File: config.mk
export PLATFORM = sky130hd
export DESIGN_NAME = fetch_unit
export DESIGN_NICKNAME = d
export VERILOG_FILES = /design/src/rtl/fetch_pkg.sv /design/src/rtl/fetch_skid_buf.sv /design/src/rtl/fetch_unit.sv
export SDC_FILE = /design/constraint.sdc
export NUM_CORES = 1
export LEC_CHECK = 0
export ABC_AREA = 1
export CORE_ASPECT_RATIO = 0.5
export CORE_MARGIN = 8
export CORE_UTILIZATION = 29
export DETAILED_ROUTE_END_ITERATION = 10
export PLACE_DENSITY_LB_ADDON = 0.08
export RECOVER_POWER = 50
export SYNTH_ARGS = -nofsm -noshare
export SYNTH_HDL_FRONTEND = slang
export SYNTH_SLANG_ARGS = --single-unit
File: constraint.sdc
create_clock -name CLOCK -period 5.42 [get_ports CLOCK]
set_clock_uncertainty 0.1 [all_clocks]
set_input_delay 0.542 -clock CLOCK [delete_from_list [all_inputs] [get_ports CLOCK]]
set_output_delay 0.542 -clock CLOCK [all_outputs]
set_load 0.02 [all_outputs]
File: src/rtl/fetch_pkg.sv
// Shared types and constants for the instruction-fetch stage.
// Imported by the fetch controller and its skid buffer.
package fetch_pkg;

  localparam int          FETCH_PC_W     = 10;
  localparam logic [9:0]  FETCH_RESET_PC = 10'h000;
  localparam logic [31:0] FETCH_NOP      = 32'h0000_0000;

  typedef enum logic [1:0] {
    IDLE  = 2'd0,
    FETCH = 2'd1,
    HOLD  = 2'd2
  } fetch_state_e;

endpackage

File: src/rtl/fetch_skid_buf.sv
// One-entry skid buffer for a fetch that completes while stalled.
// Holds the instruction word and its PC+4.
module fetch_skid_buf
  import fetch_pkg::*;
#(
  parameter int PC_W = FETCH_PC_W
) (
  input  logic            clk,
  input  logic            rst_n,
  input  logic            load,
  input  logic            unload,
  input  logic            flush,
  input  logic [31:0]     load_instr,
  input  logic [PC_W-1:0] load_pc4,
  output logic            vld,
  output logic [31:0]     instr,
  output logic [PC_W-1:0] pc4
);

  logic            vld_q, vld_d;
  logic [31:0]     instr_q, instr_d;
  logic [PC_W-1:0] pc4_q, pc4_d;

  always_comb begin
    vld_d   = vld_q;
    instr_d = instr_q;
    pc4_d   = pc4_q;
    if (flush || unload) begin
      vld_d = 1'b0;
    end else if (load) begin
      vld_d   = 1'b1;
      instr_d = load_instr;
      pc4_d   = load_pc4;
    end
  end

  always_ff @(posedge clk or negedge rst_n) begin
    if (!rst_n) begin
      vld_q   <= 1'b0;
      instr_q <= '0;
      pc4_q   <= '0;
    end else begin
      vld_q   <= vld_d;
      instr_q <= instr_d;
      pc4_q   <= pc4_d;
    end
  end

  assign vld   = vld_q;
  assign instr = instr_q;
  assign pc4   = pc4_q;

endmodule

File: src/rtl/fetch_unit.sv
// Instruction-fetch stage: owns the PC, drives the imem handshake,
// and applies stalls and branch/jump redirects.
module fetch_unit
  import fetch_pkg::*;
#(
  parameter int              PC_W     = FETCH_PC_W,
  parameter logic [PC_W-1:0] RESET_PC = PC_W'(FETCH_RESET_PC),
  parameter logic [31:0]     NOP_WORD = FETCH_NOP
) (
  input  logic            CLOCK,
  input  logic            RESET_N,
  input  logic            Stall,
  input  logic            BranchTaken,
  input  logic [PC_W-1:0] PCBranch,
  input  logic            Jump,
  input  logic [PC_W-1:0] JumpTarget,
  output logic            IMemReq,
  output logic [PC_W-1:0] IMemAddr,
  input  logic            IMemReady,
  input  logic [31:0]     IMemData,
  output logic [PC_W-1:0] PCPlusFour,
  output logic [31:0]     Instruction,
  output logic            InstrValid
);

  fetch_state_e state_q, state_d;

  logic [PC_W-1:0] pc_q, pc_d;
  logic [PC_W-1:0] pc4_q, pc4_d;
  logic [31:0]     instr_q, instr_d;
  logic            vld_q, vld_d;
  logic            kill_q, kill_d;
  logic [PC_W-1:0] kaddr_q, kaddr_d;

  logic            redirect;
  logic [PC_W-1:0] target;
  logic [PC_W-1:0] pc_plus4;

  logic            buf_load;
  logic            buf_unload;
  logic            buf_flush;
  logic            buf_vld;
  logic [31:0]     buf_instr;
  logic [PC_W-1:0] buf_pc4;

  assign redirect = BranchTaken | Jump;
  assign target   = (BranchTaken ? PCBranch : JumpTarget)
                  & ~PC_W'(3);
  assign pc_plus4 = pc_q + PC_W'(4);

  fetch_skid_buf #(
    .PC_W (PC_W)
  ) u_skid (
    .clk        (CLOCK),
    .rst_n      (RESET_N),
    .load       (buf_load),
    .unload     (buf_unload),
    .flush      (buf_flush),
    .load_instr (IMemData),
    .load_pc4   (pc_plus4),
    .vld        (buf_vld),
    .instr      (buf_instr),
    .pc4        (buf_pc4)
  );

  always_comb begin
    state_d    = state_q;
    pc_d       = pc_q;
    pc4_d      = pc4_q;
    instr_d    = instr_q;
    vld_d      = vld_q;
    kill_d     = kill_q;
    kaddr_d    = kaddr_q;
    buf_load   = 1'b0;
    buf_unload = 1'b0;
    buf_flush  = 1'b0;
    unique case (state_q)
      IDLE: begin
        state_d = FETCH;
        if (redirect) pc_d = target;
      end
      FETCH: begin
        if (redirect) begin
          instr_d   = NOP_WORD;
          vld_d     = 1'b0;
          pc_d      = target;
          buf_flush = 1'b1;
          // an unfinished request must complete on its old address
          if (!IMemReady) begin
            kill_d = 1'b1;
            if (!kill_q) kaddr_d = pc_q;
          end else begin
            kill_d = 1'b0;
          end
        end else if (kill_q) begin
          if (IMemReady) kill_d = 1'b0;
          if (!Stall) begin
            instr_d = NOP_WORD;
            vld_d   = 1'b0;
          end
        end else if (IMemReady) begin
          if (Stall) begin
            buf_load = 1'b1;
            state_d  = HOLD;
          end else begin
            instr_d = IMemData;
            pc4_d   = pc_plus4;
            vld_d   = 1'b1;
            pc_d    = pc_plus4;
          end
        end else if (!Stall) begin
          instr_d = NOP_WORD;
          vld_d   = 1'b0;
        end
      end
      HOLD: begin
        if (redirect) begin
          instr_d   = NOP_WORD;
          vld_d     = 1'b0;
          pc_d      = target;
          buf_flush = 1'b1;
          state_d   = FETCH;
        end else if (!buf_vld) begin
          state_d = FETCH;
        end else if (!Stall) begin
          instr_d    = buf_instr;
          pc4_d      = buf_pc4;
          vld_d      = 1'b1;
          pc_d       = buf_pc4;
          buf_unload = 1'b1;
          state_d    = FETCH;
        end
      end
      default: state_d = IDLE;
    endcase
  end

  always_ff @(posedge CLOCK or negedge RESET_N) begin
    if (!RESET_N) begin
      state_q <= IDLE;
      pc_q    <= RESET_PC;
      pc4_q   <= '0;
      instr_q <= NOP_WORD;
      vld_q   <= 1'b0;
      kill_q  <= 1'b0;
      kaddr_q <= RESET_PC;
    end else begin
      state_q <= state_d;
      pc_q    <= pc_d;
      pc4_q   <= pc4_d;
      instr_q <= instr_d;
      vld_q   <= vld_d;
      kill_q  <= kill_d;
      kaddr_q <= kaddr_d;
    end
  end

  assign IMemReq     = (state_q == FETCH);
  assign IMemAddr    = kill_q ? kaddr_q : pc_q;
  assign PCPlusFour  = pc4_q;
  assign Instruction = instr_q;
  assign InstrValid  = vld_q;

endmodule

==> results.toml, run 1 <==
[status]
status = "finished, violations left"
violations = "max-capacitance violations, max-slew violations"

[clock_network]
cts_root_buf = "clkbuf_16"
clk_path_buf_depth = 2
clkTransAtPathRegs_ns = 0.07
post-cts-setup-buffers = 0
ctsResizeCount = 0
clock_sinks = 109
cts_made_buffers = 9
clk_latency_ns = 0.35
cts_hold_buf = 0
cts_tree = "done"
htreeDepth = 3

[floorplan]
design.core.area_um2 = 19400
die-area_um2 = 24700
start_util_pct = 29.4
rows = 36
die_x_um = 214
die_h_um = 115
ios = 112

[logic_synthesis]
syn_inst = 749
syn-cell-area_um2 = 5700
synth.distinct_cells = 29
synth_area_per_cell_um2 = 7.60
yosysWarnings = 0
synth_nets = 812
ys_seq_area_share_pct = 47.9
ys_ff_latch = 109

[detailed_routing]
vias = 5140
drc = 0
viasPerCell = 4.66
wl_per_cell_um = 15.1
totalWireLength_um = 16700
drt_iter0_drc = 199
antenna_left = 0
dr.pass1.iters = 4

[final_layout]
diodes = 0
synthToLayoutAreaGrowth_pct = 27.1
final_common_cell = "nand2_1"
final_cell_mix = "240 x nand2_1, 156 x o21ai_0, 109 x dfrtp_1"
nets = 895
drive_gt1_share_pct = 4.66

[placement]
io_buffers = 107
place_congestion = 0.762
detailed_place_hpwl_um = 11100

[setup_path]
start_kind = "primary input"
crit_buf_inv = 1
cp.arrival_ns = 3.20
critPathKind = "primary input to async pin"
crit_family = "buffers and inverters"
path_cells = "clkbuf_1"
cp_max_fo = 66
cp_slowest_stage_delay_ns = 2.56
worstSetupEndpointType = "async pin"
required_ns = 4.92
cpMaxStageDelayCell = "clkbuf_1"

[timing]
grt_setup_unrepaired = "false"
fin_tns_setup_ns = 0
max_freq_mhz = 271
tightest_slew_ns = 3.73
hold_viol_final = 0
finalCritPeriodShare_pct = 68.2
fin_crit_ns = 3.70
whs_ns = 0.372
setup-violations-final = 0
maxSlewViolCount = 67
slew_headroom_pct = -149

[grt]
grtUsageTotal_pct = 13.8
grt_pass1_vias = 5281
grt_pass1_wl_um = 27500
grt_max_degree = 69
overflow = 0
antenna_found_initial = 0

[power_and_ir_drop]
pwr-share-comb_pct = 41.4
switchingPower_mw = 1.33
power_density_nw_per_um2 = 457
power_frac_seq_pct = 38.8
peakVddDrop_mv = 0.152
p_clk_share_pct = 19.8
p_int_mw = 1.98
switching_share_pct = 40.1
p_leak_nw = 3.28

[hold_path]
min_path_type = "register to register"

[run]
cap_violations = 1
cells by family (layout without fill, tap and decap cells):
family	count (synthesis)	after routing	share of synthesized area, %
flops	109	109	47.9
mux	13	13	2.50
buf+inv	112	200	8.08
fa+ha+maj	5	5	1.10
simple gates	314	314	22.8
compound gates	196	196	17.6
power groups by stage:
| stage | Clock [mW] | Combinational, mW | Sequential [mW] |
|---|---|---|---|
| floorplan | 0 | 0.781 | 1.37 |
| global placement | 0 | 1.40 | 1.30 |
| detailed placement | 0 | 1.42 | 1.30 |
| CTS | 0.687 | 1.43 | 1.29 |
| global route | 0.718 | 1.55 | 1.33 |
| finish | 0.656 | 1.37 | 1.28 |
registers in the layout, summed over array words and instances, names as in the netlist:
signal	flops
InstrValid	1
Instruction	32
PCPlusFour	10
kaddr_q	10
kill_q	1
pc_q	10
state_q	2
u_skid.instr	32
u_skid.pc4	10
u_skid.vld	1
synthesized netlist by cell type:
library cell	n	area (um2)
nor2_1	20	75.1
nor3_1	1	5.00
nor2_8	1	20.0
o22ai_1	10	62.6
mux2_2	10	113
o21ai_0	156	781
clkbuf_2	2	10.0
mux2i_1	3	30.0
nand3_1	45	225
clkinv_1	1	3.75
a211oi_1	1	7.51
o21ai_1	16	80.1
nand2_1	241	905
a21boi_0	3	22.5
a21oi_1	9	45.0
ha_1	5	62.6
buf_2	12	60.1
inv_1	69	259
clkbuf_1	19	71.3
a31oi_1	1	6.26
nand3b_1	1	7.51
nand3_2	1	10.0
and2_1	1	6.26
buf_4	6	45.0
inv_2	1	3.75
dfrtp_1	109	2730
nor3_4	2	32.5
buf_1	2	7.51
nor2_4	1	11.3
worst min-delay path, delay by kind of cell (launching register included):
family           cells  cell delay, ns
flip-flops           1            0.34
AND/OR/NAND/NOR      2            0.10
worst paths after layout:
| path | from | endpoint | slack, ns | cells past startpoint |
|---|---|---|---|---|
| max | RESET_N | Instruction[27] | 1.72 | 1 |
| min | PCPlusFour[1] | PCPlusFour[1] | 0.37 | 2 |
| max reg2reg | state_q[0] | Instruction[19] | 2.27 | 7 |
| min reg2reg | PCPlusFour[1] | PCPlusFour[1] | 0.37 | 2 |
| max in group CLOCK | BranchTaken | u_skid.pc4[1] | 1.98 | 8 |
| min in group asynchronous | RESET_N | Instruction[5] | 1.35 | 1 |
per-layer routing:
metal / up-vias / GRT usage (%) / share of wire [%]
met5: - / 0 / 0
met4: 0 / 3.00 / 0.76
met3: 11 / 3.68 / 3.8
met2: 68 / 25.3 / 49
met1: 2465 / 16.2 / 47
li1: 2596 / - / -
final cells by class:
cell class | instances | area, um2
clock buffers | 13 | 270
clock inverters | 3 | 18.8
fillers | 2069 | 12100
inverters | 71 | 267
multi-input cells | 528 | 2510
flip-flops and latches | 109 | 2730
well taps | 266 | 333
repair buffers | 113 | 1110
stage by stage:
step / instance area (um2) / setup WS (ns) / util (%) / power (mW) / cells
finish: 7240 / 1.72 / 37.4 / 3.31 / 1103
floorplan: 5700 / 3.30 / - / 2.15 / 749
global route: 7240 / 0.845 / 37.4 / 3.60 / 1103
CTS: 7240 / 1.92 / 37.4 / 3.40 / 1103
detailed placement: 6950 / 1.55 / 35.9 / 2.72 / 1087
global placement: 6950 / 1.60 / 35.9 / 2.70 / 1087
(Power assumes the default switching activity.)
==> inputs of run 2 (changes only) <==
- clock period: 5.42 -> 3.48 ns (I/O delays scaled with it)
==> results.toml, run 2 (same netlist as run 1, synthesis figures left out) <==
[setup_path]
cp_slowest_stage_delay_ns = 0.75
cp.arrival_ns = 2.78
required_ns = 3.57
critPathKind = "register to register"
timing.rr.start = "kill_q"
worstSetupEndpointType = "register"
start_kind = "register"
r2r_slack_ns = 0.79
timing.rr.end = "Instruction[30]"
cpMaxStageDelayCell = "dfrtp_1"
rr_worst_depth = 6
path_cells = "inv_1 -> nand2_2 -> nor2_4 -> nor3_4 -> buf_4 -> o21ai_0"
crit_start = "kill_q"
cp_max_fo = 64

[placement]
place_congestion = 0.774
io_buffers = 107
detailed_place_hpwl_um = 11500

[clock_network]
clk_path_buf_depth = 2
clkTransAtPathRegs_ns = 0.07
cts_made_buffers = 9
cts_hold_buf = 1
clk_latency_ns = 0.34
clock_sinks = 109
htreeDepth = 3
ctsResizeCount = 0
post-cts-setup-buffers = 0
cts_root_buf = "clkbuf_16"
cts_tree = "done"

[timing]
max_freq_mhz = 372
fin_crit_ns = 2.69
grt_setup_unrepaired = "false"
fin_tns_setup_ns = 0
slew_headroom_pct = 18.9
tightest_slew_ns = 1.22
maxSlewViolCount = 0
setup-violations-final = 0
hold_viol_final = 0
finalCritPeriodShare_pct = 77.2
whs_ns = 0.372

[power_and_ir_drop]
power_frac_seq_pct = 38.8
p_int_mw = 3.08
switching_share_pct = 40.2
peakVddDrop_mv = 0.245
pwr-share-comb_pct = 41.9
power_density_nw_per_um2 = 707
p_clk_share_pct = 19.3
switchingPower_mw = 2.08
p_leak_nw = 3.32

[grt]
overflow = 0
grt_pass1_vias = 5197
grtUsageTotal_pct = 13.6
antenna_found_initial = 0
grt_max_degree = 65
grt_pass1_wl_um = 27400

[detailed_routing]
antenna_left = 0
wl_per_cell_um = 15.0
totalWireLength_um = 16600
drc = 0
drt_iter0_drc = 239
dr.pass1.iters = 5
viasPerCell = 4.60
vias = 5113

[final_layout]
nFillCells = 2073
nets = 904
ff_latch_area_um2 = 2730
drive_gt1_share_pct = 5.56
final_common_cell = "nand2_1"
final_cell_mix = "240 x nand2_1, 156 x o21ai_0, 109 x dfrtp_1"
multi_input_area_um2 = 2510
diodes = 0
synthToLayoutAreaGrowth_pct = 28.2

[floorplan]
die-area_um2 = 24700
die_x_um = 214
die_h_um = 115
rows = 36
ios = 112
design.core.area_um2 = 19400
start_util_pct = 29.4

[status]
status = "complete, no violations"

[hold_path]
min_to = "PCPlusFour[1]"
hold_path_startpoint = "PCPlusFour[1]"
holdPathStages = 2
min_path_type = "register to register"

[run]
cap_violations = 0
run 2: per-layer routing:
metal,vias to the layer above,share of wire [%],global-route usage [%]
li1,2619,-,-
met3,4,3.9,3.34
met5,-,0,0
met1,2405,48,17.2
met2,85,48,23.6
met4,0,0.48,2.77
run 2: layout make-up:
cell class,instances,share of cell area (%)
Sequential cell,109,37.4
Multi-Input combinational cell,528,34.4
Timing Repair Buffer,122,16.2
Tap cell,266,4.56
Inverter,71,3.65
Clock buffer,13,3.57
Clock inverter,3,0.257
run 2: power by group through the flow:
stage | Combinational, mW | Clock (mW) | Sequential, mW
floorplan | 1.22 | 0 | 2.14
global placement | 2.20 | 0 | 2.02
detailed placement | 2.23 | 0 | 2.03
CTS | 2.24 | 1.04 | 2.01
global route | 2.44 | 1.08 | 2.07
finish | 2.16 | 0.996 | 2.00
run 2: how the worst max path moves through the flow:
stage | end | slack (ns) | depth (start not counted)
floorplan | kaddr_q[0] | 1.36 | 6
CTS | Instruction[30] | 0.76 | 6
global route | Instruction[20] | 0.52 | 6
global placement | u_skid.pc4[7] | 0.75 | 6
finish | Instruction[30] | 0.79 | 6
detailed placement | u_skid.pc4[2] | 0.71 | 6
run 2: critical path: cells and delay by family, from the launching register on:
| kind | cells | cell delay [ns] |
|---|---|---|
| AOI/OAI and AO/OA | 1 | 0.20 |
| buffers and inverters | 2 | 0.69 |
| DFF | 1 | 0.75 |
| and+or+nand+nor | 3 | 0.79 |
run 2: per-stage QoR:
stage               area (um2)  setup slack, ns  total power, mW  utilization, %  std cells
floorplan                 5700             1.36             3.35               -        749
finish                    7300            0.793             5.16            37.7       1112
detailed placement        7030            0.709             4.26            36.3       1095
global placement          7030            0.747             4.22            36.3       1095
CTS                       7310            0.763             5.30            37.8       1112
global route              7300            0.520             5.59            37.7       1112
==> inputs of run 3 (changes only) <==
- clock period: 3.48 -> 2.5 ns (I/O delays scaled with it)
==> results.toml, run 3 (same netlist as run 1, synthesis figures left out) <==
[status]
status = "complete, no violations"

[timing]
grt_setup_unrepaired = "false"
setup-violations-final = 0
tightest_slew_ns = 0.987
fin_tns_setup_ns = 0
finalCritPeriodShare_pct = 90.2
max_freq_mhz = 444
fin_crit_ns = 2.25
slew_headroom_pct = 34.2
maxSlewViolCount = 0
hold_viol_final = 0

[grt]
overflow = 0
grt_pass1_wl_um = 27600
antenna_found_initial = 0
grtUsageTotal_pct = 13.7
grt_max_degree = 66
grt_pass1_vias = 5257

[final_layout]
final_cell_mix = "240 x nand2_1, 156 x o21ai_0, 108 x dfrtp_1"
fin_util_pct = 38.4
multi_input_area_um2 = 2510
synthToLayoutAreaGrowth_pct = 30.6
nFillCells = 2031
final_common_cell = "nand2_1"
ff_latch_area_um2 = 2730
nets = 912
drive_gt1_share_pct = 6.67
diodes = 0

[clock_network]
clkTransAtPathRegs_ns = 0.07
htreeDepth = 3
clk_latency_ns = 0.36
cts_root_buf = "clkbuf_16"
cts_made_buffers = 9
clock_sinks = 109
cts_tree = "done"
clk_path_buf_depth = 2

[power_and_ir_drop]
p_leak_nw = 3.38
power_density_nw_per_um2 = 1000
peakVddDrop_mv = 0.343

[detailed_routing]
drc = 0
drt_iter0_drc = 202
viasPerCell = 4.59
vias = 5139
dr.pass1.iters = 5
antenna_left = 0
totalWireLength_um = 16600
wl_per_cell_um = 14.8

[floorplan]
die-area_um2 = 24700
start_util_pct = 29.4
ios = 112
die_x_um = 214
rows = 36
design.core.area_um2 = 19400
die_h_um = 115

[setup_path]
cp_slowest_stage_delay_ns = 0.67
crit_family = "buffers and inverters"
critPathKind = "register to output port"
crit_buf_inv = 1
cp_max_fo = 23
worstSetupEndpointType = "output port"
start_kind = "register"
required_ns = 2.15
cpMaxStageDelayCell = "clkdlybuf4s50_1"
path_cells = "o21ai_0 -> clkdlybuf4s50_1"
cp.arrival_ns = 1.90

[run]
cap_violations = 0

[placement]
detailed_place_hpwl_um = 11700
place_congestion = 0.775
io_buffers = 107

[hold_path]
min_path_type = "primary input to async pin"
run 3: changes by cell type in the layout (fill, tap and decap cells not counted), sizes merged:
cell	before	now
buf	13	20
bufinv	0	2
clkbuf	15	12
clkinv	3	2
clkinvlp	0	3
run 3: timing repair:
action	in CTS	in global routing
setup buffers	0	0
endpoints found under the setup margin	0	5
hold buffers	1	0
hold endpoints to repair	109	0
gates resized for setup	0	1
run 3: final cells by class:
| type | instances | share of cell area [%] |
|---|---|---|
| clock buffer | 9 | 3.03 |
| clock inverter | 7 | 1.33 |
| inverter | 71 | 3.58 |
| multi-input combinational | 528 | 33.8 |
| sequential | 109 | 36.7 |
| tap | 266 | 4.47 |
| timing repair buffer | 130 | 17.1 |
run 3: report_power, final:
group / total [mW] / internal, mW / switching (mW)
clock network: 1.58 / 0.885 / 0.699
registers: 2.79 / 2.39 / 0.394
logic: 3.08 / 1.25 / 1.83
run 3: final timing paths:
| path | startpoint | end | slack (ns) | depth (start not counted) |
|---|---|---|---|---|
| max | kill_q | IMemAddr[2] | 0.25 | 2 |
| min | RESET_N | u_skid.instr[5] | 0.24 | 2 |
| max reg2reg | state_q[0] | Instruction[15] | 0.32 | 8 |
| min reg2reg | u_skid.instr[14] | u_skid.instr[14] | 0.37 | 2 |
| max in group asynchronous | RESET_N | kill_q | 0.71 | 3 |
| min in group CLOCK | IMemData[28] | u_skid.instr[28] | 0.37 | 3 |
run 3: through the flow:
step | power (mW) | worst slack (ns) | hold slack [ns] | std cells | area (um2)
finish | 7.45 | 0.246 | 0.238 | 1120 | 7440
global route | 8.10 | 0.0822 | 0.295 | 1120 | 7440
CTS | 7.66 | 0.0877 | 0.190 | 1120 | 7460
detailed placement | 6.02 | 0.312 | -0.0246 | 1103 | 7120
global placement | 5.98 | 0.315 | -0.0222 | 1103 | 7120
floorplan | 4.67 | 0.382 | -0.146 | 749 | 5700
run 3: layer usage:
layer | vias up | global-route usage (%) | part of all wire [%]
met5 | - | 0 | 0
met4 | 0 | 2.91 | 0.98
met3 | 13 | 3.31 | 3.5
met2 | 72 | 23.5 | 47
met1 | 2421 | 17.6 | 48
li1 | 2633 | - | -
run 3: worst register-to-register path, stage by stage, from the launching register on:
cell,delay [ns]
dfrtp_1,0.43
inv_1,0.10
ha_2,0.43
inv_1,0.26
nand2_1,0.16
buf_4,0.29
o21ai_0,0.15
nand2_1,0.06
o21ai_0,0.08
